`src/rtl/fft_lane_rotator.sv`:
```
// fft_lane_rotator
//   Cyclic lane rotator for a complex FFT datapath. Each beat carries LANES
//   complex samples; the beat is rotated by a shift amount taken either from
//   iSEL (manual) or from an internal modulo-LANES counter (auto) and is
//   registered once. The output stage is a single ready/valid register with
//   no skid buffer, so oREADY is purely combinational from the output state.
//
// Ports
//   iCLK, iRESET          clock, async active-high reset
//   iX_RE/iX_IM           input lanes, lane k at [k*BIT +: BIT]
//   iVALID/oREADY         input handshake
//   iSEL                  manual shift (iAUTO=0)
//   iAUTO/iSTEP/iSTART    auto mode, counter step per beat, counter clear
//   iDIR                  0: out lane k = in lane k+s, 1: out lane k = in lane k-s
//   oY_RE/oY_IM           rotated lanes, same packing
//   oVALID/iREADY         output handshake
//   oSHIFT                shift applied to the beat on oY_*

// One output lane: picks its source lane modulo LANES. LANES is a power of
// two and SW = log2(LANES), so SW-bit wraparound is the modulo.
module fft_lane_mux #(
  parameter int BIT   = 17,
  parameter int LANES = 4,
  parameter int SW    = 2,
  parameter int K     = 0
) (
  input  logic [LANES-1:0][BIT-1:0] x_re_i,
  input  logic [LANES-1:0][BIT-1:0] x_im_i,
  input  logic [SW-1:0]             s_i,
  input  logic                      dir_i,
  output logic [BIT-1:0]            y_re_o,
  output logic [BIT-1:0]            y_im_o
);
  localparam logic [SW-1:0] KK = SW'(K);

  logic [SW-1:0] idx;

  assign idx    = dir_i ? (KK - s_i) : (KK + s_i);
  assign y_re_o = x_re_i[idx];
  assign y_im_o = x_im_i[idx];
endmodule

module fft_lane_rotator #(
  parameter int BIT   = 17,
  parameter int LANES = 4,
  parameter int SW    = $clog2(LANES)
) (
  input  logic                 iCLK,
  input  logic                 iRESET,
  input  logic [LANES*BIT-1:0] iX_RE,
  input  logic [LANES*BIT-1:0] iX_IM,
  input  logic                 iVALID,
  output logic                 oREADY,
  input  logic [SW-1:0]        iSEL,
  input  logic                 iAUTO,
  input  logic [SW-1:0]        iSTEP,
  input  logic                 iSTART,
  input  logic                 iDIR,
  output logic [LANES*BIT-1:0] oY_RE,
  output logic [LANES*BIT-1:0] oY_IM,
  output logic                 oVALID,
  input  logic                 iREADY,
  output logic [SW-1:0]        oSHIFT
);
  logic [LANES-1:0][BIT-1:0] x_re, x_im, rot_re, rot_im;
  logic [LANES-1:0][BIT-1:0] y_re_q, y_re_d, y_im_q, y_im_d;
  logic [SW-1:0]             shift_q, shift_d, cnt_q, cnt_d, s;
  logic                      vld_q, vld_d, acc;

  // Flat ports and packed lane arrays share the same bit layout.
  assign x_re = iX_RE;
  assign x_im = iX_IM;

  assign oREADY = !vld_q || iREADY;
  assign acc    = iVALID && oREADY;

  // iSTART forces s=0 for the beat of the same cycle in auto mode.
  assign s = iAUTO ? (iSTART ? '0 : cnt_q) : iSEL;

  for (genvar k = 0; k < LANES; k++) begin : g_lane
    fft_lane_mux #(.BIT(BIT), .LANES(LANES), .SW(SW), .K(k)) u_lane (
      .x_re_i (x_re),
      .x_im_i (x_im),
      .s_i    (s),
      .dir_i  (iDIR),
      .y_re_o (rot_re[k]),
      .y_im_o (rot_im[k])
    );
  end

  always_comb begin
    vld_d   = vld_q;
    y_re_d  = y_re_q;
    y_im_d  = y_im_q;
    shift_d = shift_q;
    cnt_d   = cnt_q;
    if (acc) begin
      vld_d   = 1'b1;
      y_re_d  = rot_re;
      y_im_d  = rot_im;
      shift_d = s;
    end else if (iREADY) begin
      vld_d   = 1'b0;
    end
    // Counter only moves on accepts (so it freezes under backpressure);
    // iSTART clears it on any other cycle.
    if (acc && iAUTO)  cnt_d = s + iSTEP;
    else if (iSTART)   cnt_d = '0;
  end

  always_ff @(posedge iCLK or posedge iRESET) begin
    if (iRESET) begin
      vld_q   <= 1'b0;
      y_re_q  <= '0;
      y_im_q  <= '0;
      shift_q <= '0;
      cnt_q   <= '0;
    end else begin
      vld_q   <= vld_d;
      y_re_q  <= y_re_d;
      y_im_q  <= y_im_d;
      shift_q <= shift_d;
      cnt_q   <= cnt_d;
    end
  end

  assign oVALID = vld_q;
  assign oY_RE  = y_re_q;
  assign oY_IM  = y_im_q;
  assign oSHIFT = shift_q;
endmodule

```
`config.mk`:
```
export PLATFORM = sky130hd
export DESIGN_NAME = fft_lane_rotator
export DESIGN_NICKNAME = d
export VERILOG_FILES = /design/src/rtl/fft_lane_rotator.sv
export SDC_FILE = /design/constraint.sdc
export NUM_CORES = 1
export LEC_CHECK = 0
export ABC_AREA = 1
export BUFFER_PORTS_ARGS = -buffer_cell sky130_fd_sc_hd__buf_4
export CAP_MARGIN = 20
export CORE_ASPECT_RATIO = 1.75
export CORE_UTILIZATION = 52
export DETAILED_ROUTE_END_ITERATION = 8
export PLACE_DENSITY = 0.81
export REMOVE_ABC_BUFFERS = 1
export SLEW_MARGIN = 20
export SYNTH_ARGS = -nofsm -noshare
export SYNTH_HDL_FRONTEND = slang
export SYNTH_SLANG_ARGS = --single-unit
```
`constraint.sdc`:
```
create_clock -name iCLK -period 5.5 [get_ports iCLK]
set_input_delay 1.1 -clock iCLK [delete_from_list [all_inputs] [get_ports iCLK]]
set_output_delay 1.1 -clock iCLK [all_outputs]
set_load 0.01 [all_outputs]
```
==> results of run 1 <==
[state kept, by name, indices dropped and copies added, names as in the netlist]
signal	cells
cnt_q	2
oSHIFT	2
oVALID	1
oY_IM	68
oY_RE	68
[cell usage after synthesis]
library cell  number
buf_1             22
buf_2             29
buf_4              6
buf_6             12
clkbuf_1          46
dfrtp_1          141
inv_1            142
inv_2              2
nand2_1          430
nand2_2            4
nand3_1          412
nand3_2            4
nor2_1             2
o21ai_0           60
o21ai_1           80
or2_0              1
or2_1              1
xnor2_1            1
xor2_1             1
[stage by stage]
| stage | hold slack [ns] | instance area (µm²) |
|---|---|---|
| finish | 0.479 | 11800 |
| global route | 0.501 | 11800 |
| CTS | 0.483 | 11700 |
| detailed placement | 0.466 | 11200 |
| global placement | 0.463 | 11100 |
| floorplan | 0.516 | 8550 |
[tightest hold or removal path, cell delays in order, from the launching register on]
cell     delay, ns
dfrtp_1       0.34
nand2_1       0.05
nand2_1       0.05
[layer usage]
metal  wire (µm)  share of wire (%)
met1       10700                 36
met2       14800                 50
met3        2190                7.3
met4        2070                6.9
met5           0                  0
[kinds of logic (layout without fill, tap and decap cells)]
family | Yosys count | count (layout) | synth area share (%)
AND/OR/NAND/NOR | 854 | 854 | 41.2
buffers and inverters | 259 | 479 | 12.3
flip-flops | 141 | 141 | 38.7
XOR/XNOR | 2 | 2 | 0.192
other | 0 | 1 | 0
AO/OA/AOI/OAI | 140 | 140 | 7.68
[where the power goes]
part           internal [µW]  leakage (µW)  total, µW  switching [µW]
Combinational            536       0.00442       1230             694
Sequential              1240       0.00170       1380             139
Clock                    679      0.000275       1150             475
Total                   2450       0.00640       3760            1310
[final cells by class]
cell class	count	area, µm²
inverter	144	548
clock buffer	18	439
multi-input combinational	996	4510
tap	227	284
timing repair buffer	303	2320
antenna	1	2.50
clock inverter	14	144
sequential	141	3530
fill	1531	5250
[final timing paths]
kind / cells after the start / slack [ns] / endpoint
min in group asynchronous: 2 / 0.87 / oY_RE[39]
setup / recovery: 10 / 2.17 / oY_RE[9]
max in group asynchronous: 3 / 3.54 / oY_IM[63]
hold / removal: 2 / 0.48 / oY_IM[11]
hold reg to reg: 2 / 0.48 / oY_IM[11]
setup reg to reg: 8 / 2.63 / oY_RE[9]
==> results.toml, run 1 <==
[outcome]
status = "finished, final reports clean"

[worst_setup_path]
crit_buf_inv = 3
required_ns = 5.81
critPathMaxStageDelay_ns = 0.62
slowest_stage = "nand3_2"
endpoint_kind = "register"
cp.arrival_ns = 3.64
start_kind = "input port"
r2r_start = "cnt_q[0]"
crit_family = "simple AND/OR/NAND/NOR gates"
crit_chain = "buf_4 -> inv_1 -> nand3_1 -> nand2_8 -> nand2_1 -> nand3_2 -> buf_4 -> nand3_1 -> nand3_1 -> nand2_1"
critPathMostFrequentCell = "nand3_1"
path_class = "input port to register"
crit_path_start = "iSTART"
critPathMaxFanout = 139

[global_route]
grt_max_degree = 140
grt_overflow = 0
busiest_layer = "met2"
grt_use_total_pct = 33.3
antenna_found_initial = 1
use_met3_pct = 6.95
globalRouteMet2Util_pct = 55.6
first_global_vias = 9947
grt_pass1_wl_um = 47000
gr-usage-met1_pct = 37.6

[clocking]
cts_root_buf = "clkbuf_16"
clock-sinks = 141
clk_path_buf_depth = 2
cts_tree = "done"
clock_latency_ns = 0.43
cts_setup_buffers = 0
clkTransAtPathRegs_ns = 0.06
cts-resized-gates = 0
htreeDepth = 4
cts-buffers-inserted = 17
ctsHoldBuffers = 0

[sta]
rsz0062_at_grt = "no"
hold_viol = 0
fmax_mhz = 300
slew_headroom_pct = 33.3
min_period_ns = 3.33
worst_slack_ns = 2.17
tightest_slew_ns = 1.00
fin_worst_skew_ns = 0.0127
setup_viol = 0
fin_crit_sh_pct = 60.6
timing.setup.tns_ns = 0
maxSlewViolCount = 0

[route]
vias = 10400
wl_per_cell_um = 16.2
via_per_inst = 5.65
drt_iter0_drc = 834
ant_nets = 0
drc_errors = 0
first_pass_iters = 5
wirelength_um = 29800

[yosys]
syn_area_um2 = 9130
synth.area.top_cells = "dfrtp_1 39%, nand3_1 23%, nand2_1 18%, inv_1 5.8%, o21ai_1 4.4%"
yosysTopAreaCell = "dfrtp_1"
ys_ff_latch = 141
synth_cells = 1396
synth_top_area_share_pct = 38.7
ys_seq_area_share_pct = 38.7
ys.warnings.count = 0
syn_avg_cell_area_um2 = 6.54
synth_cell_type_count = 19

[placement]
portBuffers = 286
place.gp.congestion = 0.894
pre_cts_slack_ns = 1.67
dp_hpwl_um = 19500
placed_cells = 1810

[worst_hold_path]
min_path_type = "register to register"
hold_path.startpoint = "oY_IM[11]"

[die]
die_h_um = 177
die_w_um = 102
die_area_um2 = 18100
initial_core_util_pct = 53.6
io_pins = 287
rows = 63
core_area_um2 = 17000

[layout]
num-nets-final = 1750
layoutNonFillerInstCount = 1844
mostFrequentLayoutCell = "nand2_1"
drive_above_1_share_pct = 21.7
syn2layout_area_growth_pct = 29.0
final_cell_mix = "425 x nand2_1, 412 x nand3_1, 300 x buf_4"
utilization_pct = 69.2

[flow_run]
maxCapViolCount = 0

[power]
p_leak_uw = 0.00640
finalPower_uw = 3760
p_per_area_nw_per_um2 = 319
ir_worst_vdd_mv = 0.188
No activity file was read; power rests on OpenSTA's default activity.
==> inputs of run 2 (changes only) <==
- CORE_UTILIZATION: 52 -> 47
- PLACE_DENSITY: 0.81 -> 0.77
- clock period: 5.5 -> 2.8 ns (I/O delays scaled with it)
==> results.toml, run 2 (synthesized netlist as in run 1, its figures left out) <==
[outcome]
status = "finished, final reports clean"

[clocking]
cts-buffers-inserted = 17
cts_root_buf = "clkbuf_16"
clkTransAtPathRegs_ns = 0.06
cts-resized-gates = 0
htreeDepth = 4
ctsHoldBuffers = 0
clock-sinks = 141
clk_path_buf_depth = 2
clock_latency_ns = 0.42
cts_tree = "done"
cts_setup_buffers = 0

[route]
drc_errors = 0
via_per_inst = 5.60
ant_nets = 0
wirelength_um = 30500
vias = 10400
drt_iter0_drc = 771
first_pass_iters = 6
wl_per_cell_um = 16.3

[global_route]
antenna_found_initial = 2
grt_use_total_pct = 30.9
grt_max_degree = 169
grt_pass1_wl_um = 48700
grt_overflow = 0
first_global_vias = 10000

[layout]
seq_area_um2 = 3530
layoutNonFillerInstCount = 1867
mostFrequentLayoutCell = "nand2_1"
final_cell_mix = "425 x nand2_1, 412 x nand3_1, 303 x buf_4"
drive_above_1_share_pct = 22.1
fill_cells = 1795
syn2layout_area_growth_pct = 30.9
num-nets-final = 1759
multi_input_area_um2 = 4510

[worst_setup_path]
path_class = "register to register"
reg2regPathDepth = 7
endpoint_kind = "register"
worst-r2r-setup-slack_ns = 0.74
critPathMaxFanout = 44
required_ns = 3.10
start_kind = "register"
cp.arrival_ns = 2.37
reg2reg_to = "oY_IM[57]"
crit_path_end = "oY_IM[57]"
crit_path_start = "cnt_q[1]"
r2r_start = "cnt_q[1]"

[sta]
tightest_slew_ns = 0.625
min_period_ns = 2.06
hold_viol = 0
fin_worst_skew_ns = 0.00874
fmax_mhz = 485
rsz0062_at_grt = "no"
slew_headroom_pct = 58.3
maxSlewViolCount = 0
whs_ns = 0.196
fin_crit_sh_pct = 73.6
setup_viol = 0

[die]
die_area_um2 = 20000
die_w_um = 107
initial_core_util_pct = 47.8
core_area_um2 = 19100
rows = 67
io_pins = 287
die_h_um = 186

[power]
p_seq_share_pct = 36.1
p_int_uw = 4940
p_per_area_nw_per_um2 = 625
power_frac_clock_pct = 31.1
p_sw_share_pct = 33.8
pwr-share-comb_pct = 32.8
ir_worst_vdd_mv = 0.353
p_leak_uw = 0.00648
power.switching_uw = 2520

[placement]
portBuffers = 286
dp_hpwl_um = 20700
placed_cells = 1834
place.gp.congestion = 0.864

[flow_run]
maxCapViolCount = 0

[worst_hold_path]
min_path_type = "input port to async pin"
[run 2: cell types whose count changed in the layout (fill, tap and decap cells not counted), moves of 2 or more]
cell	delta
buf_4	+3
inv_6	-2
buf_12	+9
buf_16	-2
[run 2: power by group through the flow]
stage,sequential [µW],combinational (µW),clock [µW]
3_5_place_dp,2720,2440,0
4_1_cts,2690,2450,2350
5_1_grt,2740,2690,2440
2_1_floorplan,2850,1080,0
6_report,2700,2450,2320
3_3_place_gp,2720,2380,0
[run 2: cell type report]
class                   instances  share of cell area (%)
well taps                     241                    2.52
inverters                     144                    4.59
diodes                          2                  0.0419
clock buffers                  19                    3.79
repair buffers                312                    20.5
flip-flops and latches        141                    29.5
clock inverters                12                    1.21
multi-input cells             996                    37.8
[run 2: layer usage]
metal	track usage (%)	part of all wire [%]	vias up
met3	4.82	8.1	124
met5	0	0	-
met1	35.8	36	4819
li1	-	-	4966
met4	22.7	6.4	0
met2	50.9	50	540
[run 2: worst min-delay path by stage]
stage	from	to	slack (ns)	cells past startpoint
after floorplan	oY_IM[0]	oY_IM[0]	0.52	2
after global placement	oY_RE[25]	oY_RE[25]	0.47	2
after detailed placement	oY_RE[35]	oY_RE[35]	0.47	2
after CTS	iRESET	oY_RE[3]	0.20	2
after global routing	iRESET	oY_RE[3]	0.23	2
final	iRESET	oY_IM[16]	0.20	2
[run 2: worst max-delay path, stage by stage, from the launching register on]
cell	delay, ns
dfrtp_1	0.39
nand3_1	0.10
nand2_2	0.12
nand2_2	0.41
buf_4	0.58
nand3_1	0.15
nand3_1	0.12
nand2_1	0.05
[run 2: metrics by stage]
stage	utilization (%)	total power (µW)	instance area (µm²)	setup TNS [ns]	worst slack, ns
detailed placement	59.3	5160	11300	0	0.466
finish	62.5	7460	11900	0	0.738
floorplan	-	3930	8550	-514.41	-2.16
CTS	62.5	7500	11900	0	0.773
global placement	59.3	5100	11300	0	0.523
global route	62.5	7870	11900	0	0.599
==> inputs of run 3 (changes only) <==
- ABC_AREA: 1 -> 0
- CORE_UTILIZATION: 47 -> 51
- PLACE_DENSITY: 0.77 -> 0.82
- clock period: 2.8 -> 2 ns (I/O delays scaled with it)
==> results.toml, run 3 <==
[die]
die_area_um2 = 16400
rows = 60
initial_core_util_pct = 52.4
io_pins = 287
die_w_um = 97.3
die_h_um = 169
core_area_um2 = 15500

[power]
power.switching_uw = 3440
p_per_area_nw_per_um2 = 912
p_sw_share_pct = 32.7
p_leak_uw = 0.00571
pwr-share-comb_pct = 34.6
ir_worst_vdd_mv = 0.546
finalPower_uw = 10500
p_int_uw = 7100
p_seq_share_pct = 36.5
power_frac_clock_pct = 28.9

[clocking]
clkTransAtPathRegs_ns = 0.06
clk_path_buf_depth = 2
clock_latency_ns = 0.42
cts_root_buf = "clkbuf_16"
cts_tree = "done"
clock-sinks = 141
htreeDepth = 4
cts-buffers-inserted = 17

[yosys]
syn_area_um2 = 8100
ys.warnings.count = 0
synth_top_area_share_pct = 43.6
yosysTopAreaCell = "dfrtp_1"
synth_edf_count = 0
synth_cell_type_count = 23
synth.area.top_cells = "dfrtp_1 44%, a221o_1 17%, mux2i_1 17%, nor3_1 8.4%, nor2_1 6.4%"
synth_cells = 798
ys_ff_latch = 141
synth-async-reset-ratio_pct = 100
syn_avg_cell_area_um2 = 10.1
yosysMostFrequentCell = "dfrtp_1"
ys.flop_type = "dfrtp_1"
ys_seq_area_share_pct = 43.6
ys_top_cells_by_count = "141 x dfrtp_1, 137 x nor2_1, 136 x a221o_1, 136 x mux2i_1, 136 x nor3_1"

[worst_setup_path]
critPathMaxFanout = 19
critPathMaxStageDelay_ns = 0.35
slowest_stage = "dfrtp_1"
start_kind = "register"
cp.arrival_ns = 2.28
path_class = "register to register"
crit_family = "buffers and inverters"
endpoint_kind = "register"
crit_buf_inv = 4
critPathMostFrequentCell = "buf_4"
crit_chain = "and3b_2 -> o21ai_1 -> buf_4 -> xor2_4 -> buf_12 -> buf_4 -> clkbuf_16 -> a221o_1"
required_ns = 2.29

[layout]
syn2layout_area_growth_pct = 42.8
num-nets-final = 1215
mostFrequentLayoutCell = "buf_4"
utilization_pct = 74.8
diodes = 0
postLayoutCellArea_um2 = 11600
fill_cells = 1103
drive_above_1_share_pct = 37.2
final_cell_mix = "302 x buf_4, 141 x dfrtp_1, 136 x nor2_1, 136 x nor3_1, 136 x a221o_1"
layoutNonFillerInstCount = 1267

[global_route]
grt_max_degree = 103
gr-usage-met1_pct = 32.0
first_global_vias = 7190
antenna_found_initial = 0
busiest_layer = "met2"
grt_use_total_pct = 27.8
grt_pass1_wl_um = 36100
use_met3_pct = 5.28
grt_overflow = 0
globalRouteMet2Util_pct = 48.0

[sta]
fmax_mhz = 504
slew_headroom_pct = 68.1
whs_ns = 0.00390
maxSlewViolCount = 0
fin_crit_sh_pct = 99.2
setup_viol = 0
hold_viol = 0
min_period_ns = 1.98
tightest_slew_ns = 0.477
fin_worst_skew_ns = 0.00787
rsz0062_at_grt = "yes"

[placement]
placed_area_um2 = 10700
dp_hpwl_um = 16700
place.gp.congestion = 0.857
portBuffers = 286
placed_cells = 1221

[worst_hold_path]
min_path_type = "input port to async pin"

[route]
drc_errors = 0
wl_per_cell_um = 20.4
via_per_inst = 6.22
first_pass_iters = 5
ant_nets = 0
drt_iter0_drc = 411
vias = 7877
wirelength_um = 25800

[outcome]
status = "finished, final reports clean"

[flow_run]
maxCapViolCount = 0
==> run 3: timing repair <==
action | in CTS | in global routing
pin swaps | 0 | 3
buffers inserted | 0 | 6
setup endpoints to repair | 8 | 112
hold buffers | 0 | 0
cloned | 0 | 8
endpoints found under the hold margin | 0 | 0
resized for setup | 5 | 25
==> run 3: worst register-to-register path, stage by stage (launching register included) <==
cell	delay (ns)
dfrtp_1	0.35
and3b_2	0.26
o21ai_1	0.09
buf_4	0.18
xor2_4	0.18
buf_12	0.15
buf_4	0.16
clkbuf_16	0.19
a221o_1	0.32
==> run 3: per-stage QoR <==
stage / TNS (ns) / worst slack (ns)
finish: 0 / 0.0161
global route: -0.310 / -0.0323
CTS: 0 / 0.00977
detailed placement: -19.20 / -0.227
global placement: -15.22 / -0.159
floorplan: -1422.27 / -8.10
==> run 3: layout make-up <==
cell class | count | area, µm² | area share, %
clock buffer | 19 | 443 | 3.83
multi-input combinational | 568 | 4240 | 36.7
clock inverter | 13 | 115 | 0.995
timing repair buffer | 339 | 2990 | 25.9
inverter | 1 | 8.76 | 0.0757
sequential | 141 | 3530 | 30.5
tap | 186 | 233 | 2.01
==> run 3: cell families (layout without fill, tap and decap cells) <==
kind of cell / Yosys count / count (layout) / share of synthesized area (%)
xor gates and xnor gates: 5 / 5 / 0.726
DFF: 141 / 141 / 43.6
muxes: 137 / 137 / 17.1
AOI/OAI and AO/OA: 141 / 141 / 17.2
and+or+nand+nor: 285 / 285 / 15.6
buffers and inverters: 89 / 372 / 5.82
==> run 3: metal layers <==
layer / routed length, µm / share of wire, %
met1: 9680 / 38
met2: 13200 / 51
met3: 1470 / 5.7
met4: 1430 / 5.5
met5: 0 / 0
==> run 3: power by group through the flow <==
stage	clock network [µW]	logic (µW)	registers, µW
after detailed placement	0	3400	3860
after CTS	3060	3410	3840
after floorplan	0	1640	4060
after global placement	0	3320	3860
final	3040	3650	3850
after global routing	3180	3870	3910
==> run 3: worst paths after layout <==
path	from	to	depth (start not counted)	slack [ns]
max	cnt_q[0]	oY_IM[11]	8	0.02
min	iRESET	oY_RE[6]	2	0.004
max reg2reg	cnt_q[0]	oY_IM[11]	8	0.02
min reg2reg	oSHIFT[0]	oSHIFT[0]	2	0.49
max in group asynchronous	iRESET	oY_RE[3]	3	1.42
min in group iCLK	iVALID	oVALID	2	0.22
